**config.mk**
```make
export PLATFORM = sky130hd
export DESIGN_NAME = uart_rx_top
export DESIGN_NICKNAME = d
export VERILOG_FILES = /design/src/rtl/uart_rx_top.sv
export SDC_FILE = /design/constraint.sdc
export NUM_CORES = 1
export LEC_CHECK = 0
export ABC_AREA = 0
export BUFFER_PORTS_ARGS = -buffer_cell sky130_fd_sc_hd__buf_2
export CORE_UTILIZATION = 55
export DETAILED_ROUTE_END_ITERATION = 10
export MAX_ROUTING_LAYER = met4
export PLACE_DENSITY = 0.84
export SYNTH_ARGS = -nofsm -noshare
export SYNTH_HDL_FRONTEND = slang
export SYNTH_SLANG_ARGS = --single-unit
```
**constraint.sdc**
```tcl
create_clock -name clk_board -period 3.8 [get_ports clk_board]
set_input_delay 0.19 -clock clk_board [delete_from_list [all_inputs] [get_ports clk_board]]
set_output_delay 0.19 -clock clk_board [all_outputs]
set_load 0.03 [all_outputs]
```
**src/rtl/uart_rx_top.sv**
```systemverilog
// uart_rx_top: 8N1 UART receiver with 16x oversampling, MSB-first, holds last good byte
module uart_rx_top #(
  parameter int board_freq = 50000000,
  parameter int baud_rate  = 9600
) (
  input  logic       clk_board,
  input  logic       reset,
  input  logic       rx,
  input  logic       enable,
  output logic [7:0] data
);
  localparam int DIV = board_freq / (16 * baud_rate);
  localparam int DW  = DIV > 1 ? $clog2(DIV) : 1;
  typedef enum logic [2:0] {IDLE, START, DATA, STOP, WAIT_IDLE} state_t;
  state_t state, state_n;
  logic rx_m, rx_s, tick;
  logic [DW-1:0] dcnt, dcnt_n;
  logic [3:0] tcnt, tcnt_n;
  logic [2:0] bcnt, bcnt_n;
  logic [7:0] shift, shift_n, data_n;
  assign tick = enable && state != IDLE && dcnt == DW'(DIV - 1);
  always_ff @(posedge clk_board or negedge reset)
    if (!reset) begin
      rx_m  <= 1'b1;
      rx_s  <= 1'b1;
      state <= IDLE;
      dcnt  <= '0;
      tcnt  <= '0;
      bcnt  <= '0;
      shift <= '0;
      data  <= '0;
    end else begin
      rx_m  <= rx;
      rx_s  <= rx_m;
      state <= state_n;
      dcnt  <= dcnt_n;
      tcnt  <= tcnt_n;
      bcnt  <= bcnt_n;
      shift <= shift_n;
      data  <= data_n;
    end
  always_comb begin
    state_n = state;
    tcnt_n  = tcnt;
    bcnt_n  = bcnt;
    shift_n = shift;
    data_n  = data;
    dcnt_n  = (!enable || state == IDLE || tick) ? '0 : dcnt + 1'b1;
    if (!enable) begin
      state_n = IDLE;
      tcnt_n  = '0;
      bcnt_n  = '0;
    end else begin
      case (state)
        IDLE: if (!rx_s) begin
          state_n = START;
          tcnt_n  = '0;
          bcnt_n  = '0;
        end
        START: if (tick) begin
          tcnt_n = tcnt == 4'd7 ? 4'd0 : tcnt + 4'd1;
          if (tcnt == 4'd7) state_n = rx_s ? IDLE : DATA;
        end
        DATA: if (tick) begin
          tcnt_n = tcnt + 4'd1;
          if (tcnt == 4'd15) begin
            shift_n = {shift[6:0], rx_s};
            bcnt_n  = bcnt + 3'd1;
            state_n = bcnt == 3'd7 ? STOP : DATA;
          end
        end
        STOP: if (tick) begin
          tcnt_n = tcnt + 4'd1;
          if (tcnt == 4'd15) begin
            state_n = rx_s ? IDLE : WAIT_IDLE;
            data_n  = rx_s ? shift : data;
          end
        end
        WAIT_IDLE: state_n = rx_s ? IDLE : WAIT_IDLE;
        default: state_n = IDLE;
      endcase
    end
  end
endmodule

```
== After elaboration in Yosys (flattened, before gate mapping) ==
Index checks and enable logic that the tools add are counted.
W data, S select, Z words.

* Input bits: 4
* Output and inout port bits: 8
* Flip-flop bits (word level): 37
* Logic and storage cells: 66

* Reductions and logical operators: 13
* Muxes and demuxes: 24
* Eq/ne operators: 18
* Add/sub/neg operators: 3

{| class="wikitable"
|+ Operators with widths
! cell !! number
|-
| $mux W3 || 13
|-
| $ne A3 B3 Y1 const B || 7
|-
| $mux W4 || 5
|-
| $pmux W3 S5 || 1
|-
| $pmux W4 S3 || 1
|-
| $reduce_and A4 Y1 || 3
|-
| $add A9 B1 Y9 const B || 1
|-
| $eq A9 B9 Y1 const B || 1
|-
| $mux W9 || 1
|-
| $reduce_and A7 Y1 || 1
|-
| $eq A3 B2 Y1 const B || 2
|-
| $eq A3 B3 Y1 const B || 2
|-
| $pmux W3 S2 || 1
|-
| $reduce_and A5 Y1 || 1
|-
| $add A4 B1 Y4 const B || 1
|-
| $eq A4 B3 Y1 const B || 1
|-
| $eq A4 B4 Y1 const B || 1
|-
| $ne A4 B2 Y1 const B || 1
|-
| $add A3 B1 Y3 const B || 1
|-
| $eq A3 B1 Y1 const B || 1
|-
| $logic_not A3 Y1 || 1
|-
| $ne A3 B1 Y1 const B || 1
|-
| $ne A3 B2 Y1 const B || 1
|-
| $reduce_bool A3 Y1 || 1
|-
| 6 further kinds || 8
|}

== Depth between registers and ports, before layout ==
* Depth after elaboration: 6
* Gate-level depth with buffers: 8
* Gate-level depth less buffers: 6

== Worst setup path before layout ==
Ideal clock, no wire load.

* Kind: register to register
* From: reg dcnt[0]
* To: reg data[0]
* Path buffers: 1
* Stages on the path, launching flop included: 8
* Path slack: 1.804 ns
* Clock period less this slack: 1.996 ns
* Arrival: 1.871 ns
* Setup time: 0.125 ns
* Required time: 3.675 ns
* Cells stage by stage: dfrtp_1 -> inv_1 -> ha_1 -> and4b_1 -> clkbuf_2 -> nand3_2 -> nor4_4 -> mux2_2

* Word-level cells in the longest chain between the ends: 3

{| class="wikitable"
|+ Ends and longest elaborated chain
! what !! RTL line !! source
|-
| start, declared || 17 || <nowiki>logic [DW-1:0] dcnt, dcnt_n;</nowiki>
|-
| start signal, assigned || 36 || <nowiki>dcnt <= dcnt_n;</nowiki>
|-
| $eq A9 B9 Y1 || 21 || <nowiki>assign tick = enable && state != IDLE && dcnt == DW'(DIV - 1);</nowiki>
|-
| $logic_and A1 B1 Y1 || 21 ||
|-
| $reduce_and A5 Y1 (no line) || - ||
|-
| end signal, assigned || 40 || <nowiki>data <= data_n;</nowiki>
|-
| end, declared || 10 || <nowiki>output logic [7:0] data</nowiki>
|}

Every way passes these cells.
A chain may end at the register's enable or synchronous reset.

== Worst setup path after layout ==
* From: reg dcnt[0]
* To: reg data[4]

Same word-level chain as after synthesis.

==> impl_metrics.csv <==
group,metric,value,unit
detailed_routing,drt_wl_total,3230,um
logic_synthesis,synth.avg_cell_area,11.6,um2
clocking,clock_latency,0.34,ns
setup_path,cp-start-kind,"flip-flop",
logic_synthesis,yosysWarningCount,0,
logic_synthesis,synth_nets,165,
sta,setup_tns,0,ns
logic_synthesis,synthArstFlopShare,100,%
setup_path,endpoint_kind,"flip-flop",
placement,hpwl,2420,um
placement,gp_congestion,0.924,
global_route,grt_max_degree,38,
sta,hold_viol,0,
run,drv_cap,0,
logic_synthesis,synth_edf_count,0,
setup_path,path_cells,"inv_1 > ha_1 > and4b_1 > nand3_2 > nor4_4 > mux2_2",
logic_synthesis,synth_cells,156,
power,power.share.clock,34.5,%
setup_path,slowest_delay,0.55,ns
clocking,cts.path.max_buffers,2,
floorplanning,die_w,59.3,um
detailed_routing,initialDrtViolationCount,29,
power,p_seq_share,55.6,%
outcome,status,"finished, final reports clean",
power,leakage,0.954,nW
power,p_total,0.774,mW
logic_synthesis,netlist.area_leader.share,48.4,%
detailed_routing,wl_per_cell,15.1,um
sta,finalCritPeriodShare,58.3,%
setup_path,slowest_stage,"nor4_4",
floorplanning,start_util,58.7,%
power,pwr-share-comb,9.9,%
clocking,clockRootBuffer,"clkbuf_4",
setup_path,path_class,"reg2reg",
clocking,cts_tree,"done",
floorplanning,coreArea,0.00308,mm2
logic_synthesis,ys_ff_latch,37,
clocking,htree_levels,2,
sta,slew_headroom,47.5,%
power,cellPowerDensity,389,mW/mm2
layout,drive_above_1_share,28.2,%
logic_synthesis,synth.area.top_cells,"dfrtp_1 (48%), mux2_2 (11%), ha_1 (3.5%), dfstp_2 (2.9%), xor2_1 (2.9%)",
detailed_routing,ant_nets,0,
floorplanning,die_area,0.00352,mm2
layout,diodes,0,
power,internal_power,0.575,mW
logic_synthesis,yosysSeqAreaShare,51.3,%
layout,syn_to_final_growth,10.2,%
layout,fill_cells,226,
floorplanning,die-height,59.3,um
logic_synthesis,synthesis.area,0.00181,mm2
power,swShare,25.7,%
logic_synthesis,ys_types,43,
detailed_routing,vias_per_cell,5.77,
detailed_routing,vias,1234,
clocking,clock-sinks,37,
sta,fin_crit,2.21,ns
sta,rsz0062_at_grt,"false",
layout,fin_nets,178,
global_route,grt_pass1_vias,1214,
detailed_routing,drc,0,
sta,drv_slew,0,
setup_path,worstPathRequired,4.04,ns
global_route,grt_overflow,0,
power,peakVddDrop,0.459,mV
floorplanning,core.rowCount,20,
setup_path,path_max_fanout,8,
power,p_switching,0.199,mW
clocking,post-cts-setup-buffer-count,0,
global_route,antenna_found_initial,0,
global_route,grt_usage,22.1,%
clocking,cts_made_buffers,5,
sta,timing.fmax,452,MHz
sta,tightest_slew,0.788,ns
global_route,grt_pass1_wl,5460,um
floorplanning,io_pins,12,
logic_synthesis,synth_top_cell_by_area,"dfrtp_1",
placement,io_buffers,11,
clocking,cts.repair.resized,0,
detailed_routing,first_pass_iters,4,
sta,final-setup-viol-count,0,
setup_path,arrival,2.45,ns
clocking,cts_hold_buf,2,
logic_synthesis,yosys_most_used_dff,"dfrtp_1",
clocking,clkTransAtPathRegs,0.12,ns
sta,finClkSkew,0.0120,ns
worst_hold_path,hp-class,"in2reg",
-- flip-flops by register name, indices dropped and copies added, names as in the netlist --
| signal | flops |
|---|---|
| dcnt | 9 |
| shift | 8 |
| bcnt | 3 |
| state | 3 |
| tcnt | 4 |
| rx_s | 1 |
| rx_m | 1 |
| data | 8 |
-- placed cells by master (no fill, tap or decap), drive strengths merged, types with 6 or more instances in the layout --
cell / count
buf: 11
dfrtp: 35
inv: 6
mux2: 17
nand2: 9
nand3: 8
nor2: 12
xor2: 6
-- per-stage QoR --
step	std cells	hold WS, ns	utilization [%]	instance area (um2)	setup slack, ns
after floorplan	156	-0.106	-	1810	1.80
after global placement	204	0.297	61.3	1890	1.67
after detailed placement	204	0.303	61.3	1890	1.56
after CTS	214	0.165	64.7	1990	1.55
after global routing	214	0.180	64.7	1990	1.46
final	214	0.193	64.7	1990	1.59
-- synth_stat cells (2+ instances only) --
cell type / n
xnor2_1: 2
dfstp_2: 2
nor2_1: 12
nand3b_1: 3
nand2b_1: 2
ha_1: 5
o21ai_0: 3
a21oi_1: 3
nor3_1: 4
mux2_2: 17
clkbuf_1: 4
mux2i_1: 3
a41oi_1: 2
or2_2: 2
dfrtp_1: 35
o41ai_1: 2
nand2_1: 9
a311oi_1: 2
buf_2: 2
inv_1: 6
xor2_1: 6
nand3_1: 7
nand4_1: 2
or3_1: 2
-- cell type report --
class | count | area (um2) | share of cell area, %
clock buffer | 5 | 37.5 | 1.88
tap | 44 | 55.1 | 2.76
inverter | 6 | 22.5 | 1.13
timing repair buffer | 13 | 75.1 | 3.77
clock inverter | 3 | 46.3 | 2.32
sequential | 37 | 928 | 46.6
multi-input combinational | 106 | 827 | 41.5
-- metal layers --
| metal | track usage [%] | vias to the layer above | part of all wire (%) |
|---|---|---|---|
| li1 | - | 588 | - |
| met4 | 7.82 | 0 | 1.7 |
| met5 | - | - | 0 |
| met3 | 8.08 | 6 | 5.8 |
| met1 | 26.0 | 599 | 42 |
| met2 | 34.8 | 41 | 50 |
-- worst paths after layout --
kind | from | end | slack (ns) | cells after the start
min in group asynchronous | reset | tcnt[2]$_DFFE_PN0P_ | 0.48 | 2
max in group asynchronous | reset | dcnt[1]$_DFF_PN0_ | 2.82 | 2
hold / removal | enable | bcnt[2]$_DFFE_PN0P_ | 0.19 | 3
hold reg to reg | rx_m$_DFF_PN1_ | rx_s$_DFF_PN1_ | 0.37 | 0
setup reg to reg | dcnt[0]$_DFF_PN0_ | data[4]$_DFFE_PN0P_ | 1.59 | 6
setup / recovery | dcnt[0]$_DFF_PN0_ | data[4]$_DFFE_PN0P_ | 1.59 | 6
-- worst max-delay path: cells and delay by family (launching register included) --
family / cells / cell delay, ns
DFF: 1 / 0.45
and+or+nand+nor: 3 / 1.05
muxes: 1 / 0.41
adders and majority gates: 1 / 0.13
buffers and inverters: 1 / 0.08
-- power by group through the flow --
stage | logic [mW] | registers [mW] | clock network, mW
floorplan | 0.0651 | 0.423 | 0
global placement | 0.0678 | 0.435 | 0
detailed placement | 0.0746 | 0.437 | 0
CTS | 0.0764 | 0.430 | 0.277
global route | 0.0857 | 0.433 | 0.290
finish | 0.0768 | 0.431 | 0.267
-- kinds of logic after synthesis --
| kind of cell | after synthesis | synth area share [%] |
|---|---|---|
| AND/OR/NAND/NOR | 54 | 18.6 |
| flip-flops | 37 | 51.3 |
| multiplexers | 20 | 12.2 |
| AO/OA/AOI/OAI | 19 | 7.54 |
| buffers and inverters | 13 | 2.91 |
| XOR/XNOR | 8 | 3.88 |
| adder cells (fa/ha/maj) | 5 | 3.46 |
Note: power is estimated with default switching activity, not from simulation.
